## src/rtl/booth_shift_reg.sv

```systemverilog
// Booth multiplier-operand shift register: radix-2/4 window, trimmed
// step counter and registered done flag for early termination.
module booth_shift_reg #(
    parameter int W    = 8,
    parameter bit TRIM = 1'b1,
    localparam int CW  = $clog2(W + 1)
) (
    input  logic          clk,
    input  logic          rst_n,
    input  logic          clr,
    input  logic          ld,
    input  logic          sft,
    input  logic          mode,
    input  logic [W-1:0]  data_in,
    input  logic [1:0]    s_in,
    output logic [W-1:0]  data_out,
    output logic          q_m1,
    output logic [2:0]    booth_bits,
    output logic [CW-1:0] sig_width,
    output logic [CW-1:0] cnt,
    output logic          done
);

    logic [W-1:0]  data_q, data_d;
    logic          qm1_q, qm1_d;
    logic [CW-1:0] cnt_q, cnt_d;
    logic          done_q, done_d;
    logic          mode_q, mode_d;
    logic          loaded_q, loaded_d;

    logic [CW-1:0] sig_w;
    logic [CW-1:0] s_sel;
    logic [CW:0]   s_plus1;
    logic [CW-1:0] steps;
    logic [W:0]    r2_cat;
    logic [W+1:0]  r4_cat;
    logic          step_en;

    // Highest bit that differs from the sign bit sets the minimal width.
    always_comb begin
        sig_w = CW'(1);
        for (int i = 0; i < W - 1; i++) begin
            if (data_in[i] != data_in[W-1]) begin
                sig_w = CW'(i + 2);
            end
        end
    end

    assign s_sel   = TRIM ? sig_w : CW'(W);
    assign s_plus1 = {1'b0, s_sel} + {{CW{1'b0}}, 1'b1};
    assign steps   = mode ? s_plus1[CW:1] : s_sel;

    assign r2_cat  = {s_in[1], data_q};
    assign r4_cat  = {s_in, data_q};
    assign step_en = sft && loaded_q && (cnt_q != '0);

    always_comb begin
        data_d   = data_q;
        qm1_d    = qm1_q;
        cnt_d    = cnt_q;
        done_d   = done_q;
        mode_d   = mode_q;
        loaded_d = loaded_q;
        if (clr) begin
            data_d   = '0;
            qm1_d    = 1'b0;
            cnt_d    = '0;
            done_d   = 1'b0;
            mode_d   = 1'b0;
            loaded_d = 1'b0;
        end else if (ld) begin
            data_d   = data_in;
            qm1_d    = 1'b0;
            cnt_d    = steps;
            done_d   = (steps == '0);
            mode_d   = mode;
            loaded_d = 1'b1;
        end else if (step_en) begin
            if (mode_q) begin
                data_d = r4_cat[W+1:2];
                qm1_d  = data_q[1];
            end else begin
                data_d = r2_cat[W:1];
                qm1_d  = data_q[0];
            end
            cnt_d = cnt_q - CW'(1);
            if (cnt_q == CW'(1)) begin
                done_d = 1'b1;
            end
        end
    end

    always_ff @(posedge clk or negedge rst_n) begin
        if (!rst_n) begin
            data_q   <= '0;
            qm1_q    <= 1'b0;
            cnt_q    <= '0;
            done_q   <= 1'b0;
            mode_q   <= 1'b0;
            loaded_q <= 1'b0;
        end else begin
            data_q   <= data_d;
            qm1_q    <= qm1_d;
            cnt_q    <= cnt_d;
            done_q   <= done_d;
            mode_q   <= mode_d;
            loaded_q <= loaded_d;
        end
    end

    assign data_out   = data_q;
    assign q_m1       = qm1_q;
    assign cnt        = cnt_q;
    assign done       = done_q;
    assign sig_width  = sig_w;
    assign booth_bits = mode_q ? {data_q[1], data_q[0], qm1_q}
                               : {1'b0, data_q[0], qm1_q};

endmodule
```

## config.mk

```make
export PLATFORM = sky130hd
export DESIGN_NAME = booth_shift_reg
export DESIGN_NICKNAME = d
export VERILOG_FILES = /design/src/rtl/booth_shift_reg.sv
export SDC_FILE = /design/constraint.sdc
export NUM_CORES = 1
export LEC_CHECK = 0
export CAP_MARGIN = 0
export CELL_PAD_IN_SITES_DETAIL_PLACEMENT = 0
export CELL_PAD_IN_SITES_GLOBAL_PLACEMENT = 1
export CORE_MARGIN = 3
export CORE_UTILIZATION = 34
export DETAILED_ROUTE_END_ITERATION = 7
export GPL_TIMING_DRIVEN = 0
export PLACE_DENSITY = 0.88
export RECOVER_POWER = 50
export SLEW_MARGIN = 20
export SYNTH_ARGS = -nofsm -noshare
export SYNTH_HDL_FRONTEND = slang
export SYNTH_SLANG_ARGS = --single-unit
```

## constraint.sdc

```tcl
create_clock -name clk -period 2.5 [get_ports clk]
set_clock_uncertainty 0.2 [all_clocks]
set_input_delay 0.75 -clock clk [delete_from_list [all_inputs] [get_ports clk]]
set_output_delay 0.75 -clock clk [all_outputs]
set_load 0.005 [all_outputs]
```

======== Yosys cells after proc, flatten, opt, wreduce, memory -nomap -nowiden ========
Cells that the tools add are included.
Widths: inputs -> output; s select.
storage, ports and cells
  input port bits ......................... 16
  output and inout bits ................... 21
  word-level logic and storage cells ...... 52
  register bits after elaboration ......... 16
cells by class
  reductions and logical operators ........ 8
  muxes and demuxes ....................... 28
  add/sub/neg operators ................... 2
  equal/unequal tests ..................... 8
operators with widths
  cell                 number
  $mux 4               9
  $mux 8               3
  $mux 1               12
  $mux 7               1
  $ne 1x1->1           7
  $reduce_bool 3->1    2
  $add 4x1->5 const B  1
  $eq 4x1->1 const B   1
  $logic_not 4->1      1
  $mux 2               2
  $reduce_bool 4->1    1
  $sub 4x1->4 const B  1
  $mux 3               1
  $logic_and 1x1->1    2
  $reduce_and 2->1     1
  $reduce_bool 2->1    1

======== Depth between registers and ports, before layout ========
Gate-level depths: netlist of run 1.
  depth after elaboration ................. 13
  mapped depth ............................ 8
  depth with buffers taken out ............ 8

======== Worst setup path before layout of run 1 ========
OpenSTA, ideal clock, no wires.
  path type ............................... input to register
  start ................................... input port data_in[1]
  end ..................................... register done_q (netlist: done)
  setup time .............................. 103 ps
  stages on the path ...................... 8
  buffers on the path ..................... 0
  data required time ...................... 2197 ps
  arrival ................................. 2178 ps
  slack ................................... 19 ps
  cells stage by stage .................... nand2b_1 a211oi_1 nor3_1 o21bai_1 ha_1 nand2_1 o311ai_1 o41ai_2
between the ends
  longest elaborated chain between the ends .. 12
ends and longest elaborated chain
  what                    line  source
  from (decl)             14    input logic [W-1:0] data_in,
  $ne 1x1->1 *            43    if (data_in[i] != data_in[W-1]) begin
  $mux 2 *                43
  $mux 4 * (5 in series)  43
  net sig_width[0]        19    output logic [CW-1:0] sig_width,
  $add 4x1->5             50    assign s_plus1 = {1'b0, s_sel} + {{CW{1'b0}}, 1'b1};
  $mux 4 *                51    assign steps = mode ? s_plus1[CW:1] : s_sel;
  $logic_not 4->1 *       75    done_d = (steps == '0);
  $mux 1 *                71    end else if (ld) begin
  $mux 1 *                64    if (clr) begin
  to (signal assigned)    105   done_q <= done_d;
  to (decl)               27    logic done_q, done_d;
The timed path passes the listed nets; every way through them passes the cells marked *.
A chain may end at the register's enable or synchronous reset.

======== Worst setup path in the final report of run 1 ========
  start ................................... input port data_in[1]
  end ..................................... output port sig_width[0]
between the ends
  longest elaborated chain between the ends .. 7
ends and longest elaborated chain
  what                  line
  $ne 1x1->1            43
  $mux 2                43
  $mux 4 (5 in series)  43
  to (decl)             19
No other way between the ends.

==> results of run 1 <==
-- state kept, by name, indices dropped and copies added, names as in the netlist --
signal,flops
done,1
mode_q,1
data_out,8
q_m1,1
loaded_q,1
cnt,4
-- layer usage --
| layer | global-route usage [%] | vias up | wire length (microns) |
|---|---|---|---|
| met5 | 0 | - | 0 |
| met4 | 3.80 | 0 | 41 |
| met3 | 2.87 | 6 | 155 |
| met2 | 26.6 | 30 | 1740 |
| met1 | 21.1 | 599 | 1500 |
| li1 | - | 614 | - |
-- kinds of logic (layout without fill, tap and decap cells) --
group           after synthesis  in the layout
simple gates                 53             53
compound gates               39             39
buf+inv                      21             67
flops                        16             16
mux                          11             11
xor+xnor                      5              5
fa+ha+maj                     4              4
-- final cells by class --
cell class                      count  area (sq um)
Timing Repair Buffer               42           378
Tap cell                           46          57.6
Fill cell                         348          1610
Inverter                            8          30.0
Clock buffer                        4          55.1
Buffer                             13          93.8
Multi-Input combinational cell    112           845
Sequential cell                    16           400
-- metrics by stage --
stage	worst slack, ns	setup TNS (ns)	util, %
after CTS	-0.0560	-0.103	51.9
after floorplan	0.0189	0	-
after global routing	-0.156	-0.442	53.6
after global placement	-0.965	-5.37	47.5
final	-0.103	-0.172	53.6
after detailed placement	-1.03	-5.81	47.5
-- power groups by stage --
stage	clock (mW)	sequential, mW	combinational (mW)
6_report	0.232	0.292	0.267
4_1_cts	0.236	0.293	0.258
2_1_floorplan	0	0.296	0.130
5_1_grt	0.251	0.295	0.294
3_5_place_dp	0	0.298	0.235
3_3_place_gp	0	0.296	0.229
-- cells in the mapped netlist, drive strengths merged (2+ instances only) --
master / instances
nor2: 18
or3: 2
xnor2: 3
o21a: 2
o211ai: 2
nand2b: 2
nor3: 3
clkbuf: 6
a311oi: 2
xor2: 2
buf: 7
dfrtp: 16
mux2i: 10
nor4: 2
o21ai: 5
a211o: 5
inv: 8
ha: 4
a21oi: 12
nand2: 17
-- worst min-delay path by stage --
stage                to  cells after the start  startpoint  slack [ns]
5_1_grt        loaded_q                      2    loaded_q        0.34
6_report       loaded_q                      2    loaded_q        0.31
3_3_place_gp   loaded_q                      2    loaded_q        0.29
2_1_floorplan    cnt[0]                      0       rst_n        0.25
4_1_cts        loaded_q                      2    loaded_q        0.32
3_5_place_dp   loaded_q                      2    loaded_q        0.30
-- critical path, stage by stage --
cell	delay [ns]
sky130_fd_sc_hd__buf_12	0.10
sky130_fd_sc_hd__nand2b_4	0.14
sky130_fd_sc_hd__a211oi_4	0.28
sky130_fd_sc_hd__nor3_2	0.08
sky130_fd_sc_hd__o21bai_4	0.17
sky130_fd_sc_hd__buf_2	0.13
-- what timing repair did --
item	4_1_cts	5_1_grt
pin swaps	8	7
gates cloned	0	0
buffers inserted	6	4
endpoints found under the setup margin	7	7
resized for setup	58	9
==> flow_summary.json, run 1 <==
{
  "status": "finished, violations left",
  "violations": "negative setup slack",
  "slew-limit-headroom_pct": 48.6,
  "post_synth_and_or_nand_nor_area_fraction_pct": 20.1,
  "drive_gt1_share_pct": 27.2,
  "mostFrequentLayoutCells": "sky130_fd_sc_hd__nand2_1 (17), sky130_fd_sc_hd__nor2_1 (16), sky130_fd_sc_hd__dfrtp_1 (16)",
  "design.die.area_sq_um": 4500,
  "final_cells": 241,
  "grt_antenna_before_repair": 0,
  "power_frac_clock_pct": 29.4,
  "placeableCoreArea_sq_um": 3470,
  "tightest_slew_ns": 0.769,
  "seq_power_share_pct": 36.9,
  "setup.worst_path.end": "sig_width[0]",
  "r2r_setup_slack_ns": 0.40,
  "post_synth_fa_ha_maj_area_fraction_pct": 3.94,
  "final_hold_violation_count": 0,
  "timing.final.crit_period_ns": 2.60,
  "place_inst": 227,
  "largest_area_contributor_in_the_netlist": "sky130_fd_sc_hd__dfrtp_1",
  "postSynthRegisterBits": 16,
  "layout.cells.most_common": "sky130_fd_sc_hd__nand2_1",
  "cts_tree": "done",
  "clkLatencyLatePin_ns": 0.25,
  "rsz0062_at_grt": "yes",
  "via_count": 1249,
  "drt_antenna_net_count": 0,
  "final_area_sq_um": 1860,
  "synthesis_warnings": 0,
  "nNetsFinal": 216,
  "worst-setup-path-type": "input pin to output pin",
  "wl_per_cell_microns": 14.2,
  "h-tree-depth": 1,
  "initialDrtViolationCount": 52,
  "total_leakage_power_nw": 0.786,
  "placedInstanceArea_sq_um": 1650,
  "fp-row-count": 21,
  "synthFlopType": "sky130_fd_sc_hd__dfrtp_1",
  "clk_pin_slew_worst_paths_ns": 0.07,
  "gr-total-overflow": 0,
  "p_comb_share_pct": 33.7,
  "die_h_microns": 67.1,
  "initial_utilization_pct": 36.6,
  "setup_viol": 4,
  "hold_buffers": 0,
  "peakVddDrop_mv": 0.177,
  "yosys-mux-area-fraction_pct": 8.78,
  "total_power_uw": 791,
  "worst_setup_path_startpoint": "data_in[1]",
  "synth_area_per_cell_sq_um": 8.51,
  "fmax_mhz": 384,
  "grt_pass1_vias": 1215,
  "cts.root.buffer_cell": "sky130_fd_sc_hd__clkbuf_8",
  "die-width_microns": 67.1,
  "main_combinational_cell_family_by_area_after_synthesis": "compound AO/OA/AOI/OAI gates",
  "worst_setup_path_start_kind": "input pin",
  "rr_endpoint": "data_out[7]",
  "drt-pass1-iter-count": 4,
  "required_time_of_the_critical_path_ns": 1.55,
  "synth_compound_gate_area_share_pct": 22.6,
  "numPortBuffers": 32,
  "post-route-drc-count": 0,
  "setup.worst_path.end_class": "output pin",
  "r2r_start": "cnt[0]",
  "finalWeightedCongestion": 0.803,
  "maxCapViolCount": 0,
  "switching_part_of_the_total_power_pct": 29.8,
  "diodes": 0,
  "post_synth_xor_area_fraction_pct": 3.45,
  "syn_inst": 149,
  "syn2layout_area_growth_pct": 46.5,
  "cts.sinks": 16,
  "via_per_inst": 5.18,
  "syn-num-nets": 169,
  "async_reset_ff_share_pct": 100,
  "setup_ws_ns": -0.103,
  "cp_data_arrival_time_ns": 1.65,
  "dp_hpwl_mm": 2.54,
  "finalCritPeriodShare_pct": 104,
  "slew_violations": 0,
  "rr_worst_depth": 8,
  "largest_net_degree_at_the_start_of_global_routing": 17,
  "share_of_yosys_cell_area_claimed_by_the_top_area_cell_type_pct": 31.6,
  "syn-cell-area_sq_um": 1270,
  "hold_slack_ns": 0.313,
  "tritoncts.num_buffers": 3,
  "ios": 37,
  "ys_types": 47,
  "cts.path.max_buffers": 2,
  "wirelength_mm": 3.43,
  "critical_path.max_fanout": 5,
  "global_route.usage.total_pct": 15.9,
  "power_density_nw_per_um2": 426,
  "synth_edf_count": 0,
  "power.switching_uw": 236,
  "grt_first_pass_wirelength_mm": 5.54,
  "synth_area_leaders": "sky130_fd_sc_hd__dfrtp_1 (32%), sky130_fd_sc_hd__mux2i_1 (7.9%), sky130_fd_sc_hd__nor2_1 (5.3%)",
  "seq_total_area_yosys_pct": 31.6,
  "internal_power_uw": 555,
  "holdCritPathClass": "flop to flop"
}
Note: power is estimated with default switching activity, not from simulation.
==> inputs of run 2 (changes only) <==
- REMOVE_ABC_BUFFERS: unset -> 1
- TNS_END_PERCENT: unset -> 100
==> run 2 against run 1 <==
Effect of this change:
- the run still ends with negative setup slack left
- non-clock buffer count fell by 13
- count of clock-buffer cells in the layout did not move
- die area did not move
- hold slack got worse by 0.0098 ns
- setup slack improved by 0.060 ns
- final area fell by 5.7%
- sequential power rose by 1%
- cell count fell by 5.4%
- flip-flop and latch count did not move
- sequential share of layout area rose by 1.4 points
- via count fell by 3.0%
- global-route usage fell by 0.48 points
- critical endpoint unchanged
- largest power group unchanged
==> flow_summary.json, run 2 (same netlist as run 1, synthesis figures left out) <==
{
  "final_area_sq_um": 1750,
  "cts_tree": "done",
  "rr_endpoint": "data_out[7]",
  "via_per_inst": 5.32,
  "gr-usage-met1_pct": 21.8,
  "grt_first_pass_wirelength_mm": 5.32,
  "globalRoute.busiestLayer": "met2",
  "setup.worst_path.end_class": "output pin",
  "drive_gt1_share_pct": 23.1,
  "placedInstanceArea_sq_um": 1600,
  "status": "finished, violations left",
  "diodes": 0,
  "maxCapViolCount": 0,
  "finalWeightedCongestion": 0.766,
  "die-width_microns": 67.1,
  "cts.path.max_buffers": 2,
  "fmax_mhz": 393,
  "power_density_nw_per_um2": 441,
  "finalCritPeriodShare_pct": 102,
  "critical_path.max_fanout": 7,
  "min_path_cells": 2,
  "mostFrequentLayoutCells": "sky130_fd_sc_hd__nand2_1 (17), sky130_fd_sc_hd__nor2_1 (15), sky130_fd_sc_hd__dfrtp_1 (15)",
  "fp-row-count": 21,
  "setup_ws_ns": -0.0425,
  "cts.sinks": 16,
  "nNetsFinal": 203,
  "drt-pass1-iter-count": 4,
  "drt_antenna_net_count": 0,
  "rsz0062_at_grt": "yes",
  "finalSetupTns_ns": -0.0425,
  "design.die.area_sq_um": 4500,
  "r2r_start": "cnt[0]",
  "rr_worst_depth": 7,
  "final_cells": 228,
  "total_leakage_power_nw": 0.741,
  "post-route-drc-count": 0,
  "global_route.usage.total_pct": 15.5,
  "place_inst": 218,
  "hold_slack_ns": 0.303,
  "initial_utilization_pct": 36.6,
  "grt_pass1_vias": 1084,
  "slew_violations": 0,
  "grtUsageMet2_pct": 23.3,
  "placeableCoreArea_sq_um": 3470,
  "via_count": 1212,
  "total_power_uw": 773,
  "ios": 37,
  "peakVddDrop_mv": 0.184,
  "required_time_of_the_critical_path_ns": 1.55,
  "setup_viol": 1,
  "grt_antenna_before_repair": 0,
  "numPortBuffers": 36,
  "h-tree-depth": 1,
  "worst_hold_path.endpoint": "loaded_q",
  "worst_setup_path_start_kind": "input pin",
  "clk_pin_slew_worst_paths_ns": 0.07,
  "timing.final.crit_period_ns": 2.54,
  "slew-limit-headroom_pct": 39.3,
  "final_hold_violation_count": 0,
  "dp_hpwl_mm": 2.26,
  "r2r_setup_slack_ns": 0.31,
  "largest_net_degree_at_the_start_of_global_routing": 26,
  "wl_per_cell_microns": 14.1,
  "hold_buffers": 0,
  "cp_data_arrival_time_ns": 1.59,
  "worst-setup-path-type": "input pin to output pin",
  "tritoncts.num_buffers": 3,
  "wirelength_mm": 3.23,
  "tightest_slew_ns": 0.909,
  "gr-total-overflow": 0,
  "violations": "negative setup slack",
  "min-delay-start": "loaded_q",
  "die_h_microns": 67.1,
  "layout.cells.most_common": "sky130_fd_sc_hd__nand2_1",
  "initialDrtViolationCount": 77,
  "syn2layout_area_growth_pct": 38.2,
  "largest_reg_flops": 8,
  "cts.root.buffer_cell": "sky130_fd_sc_hd__clkbuf_8",
  "grt.met3_usage_pct": 2.19,
  "clkLatencyLatePin_ns": 0.25,
  "holdCritPathClass": "flop to flop"
}
==> run 2: layer usage <==
metal  wire length, microns  vias to the layer above
li1                       -                      593
met1                   1520                      578
met2                   1480                       35
met3                    157                        6
met4                     67                        0
met5                      0                        -
==> run 2: per-stage QoR <==
stage                     utilization (%)  setup WS, ns
after floorplan                         -        0.0187
after global placement               46.0        -0.913
after detailed placement             46.1        -0.947
after CTS                            49.6       -0.0430
after global routing                 50.5        -0.107
final                                50.5       -0.0425
==> run 2: how the worst max path moves through the flow <==
stage	depth (start not counted)	slack, ns	endpoint	start
detailed placement	6	-0.95	sig_width[0]	data_in[2]
finish	6	-0.04	sig_width[0]	data_in[1]
global placement	6	-0.91	sig_width[0]	data_in[1]
CTS	6	-0.04	sig_width[0]	data_in[1]
global route	6	-0.11	sig_width[0]	data_in[0]
floorplan	8	0.02	done	data_in[1]
==> run 2: critical path, stage by stage <==
cell and delay [ns]:
sky130_fd_sc_hd__buf_12 0.11, sky130_fd_sc_hd__nand2b_4 0.13, sky130_fd_sc_hd__a211oi_2 0.23, sky130_fd_sc_hd__nor3_1 0.06, sky130_fd_sc_hd__o21bai_2 0.18, sky130_fd_sc_hd__buf_2 0.13
==> run 2: layout make-up <==
cell class              count  area [sq um]
clock buffers               4          55.1
multi-input cells         112           830
repair buffers             42           379
fillers                   344          1720
flip-flops and latches     16           402
well taps                  46          57.6
inverters                   8          30.0
==> run 2: timing repair <==
action	in CTS	in global routing
pin swaps	8	4
endpoints found under the setup margin	13	6
buffers inserted	5	1
resized for setup	72	7
==> run 2: report_power, final <==
part           internal, mW  switching [mW]
sequential            0.276          0.0202
combinational         0.125           0.118
clock                 0.140          0.0946
total                 0.540           0.233
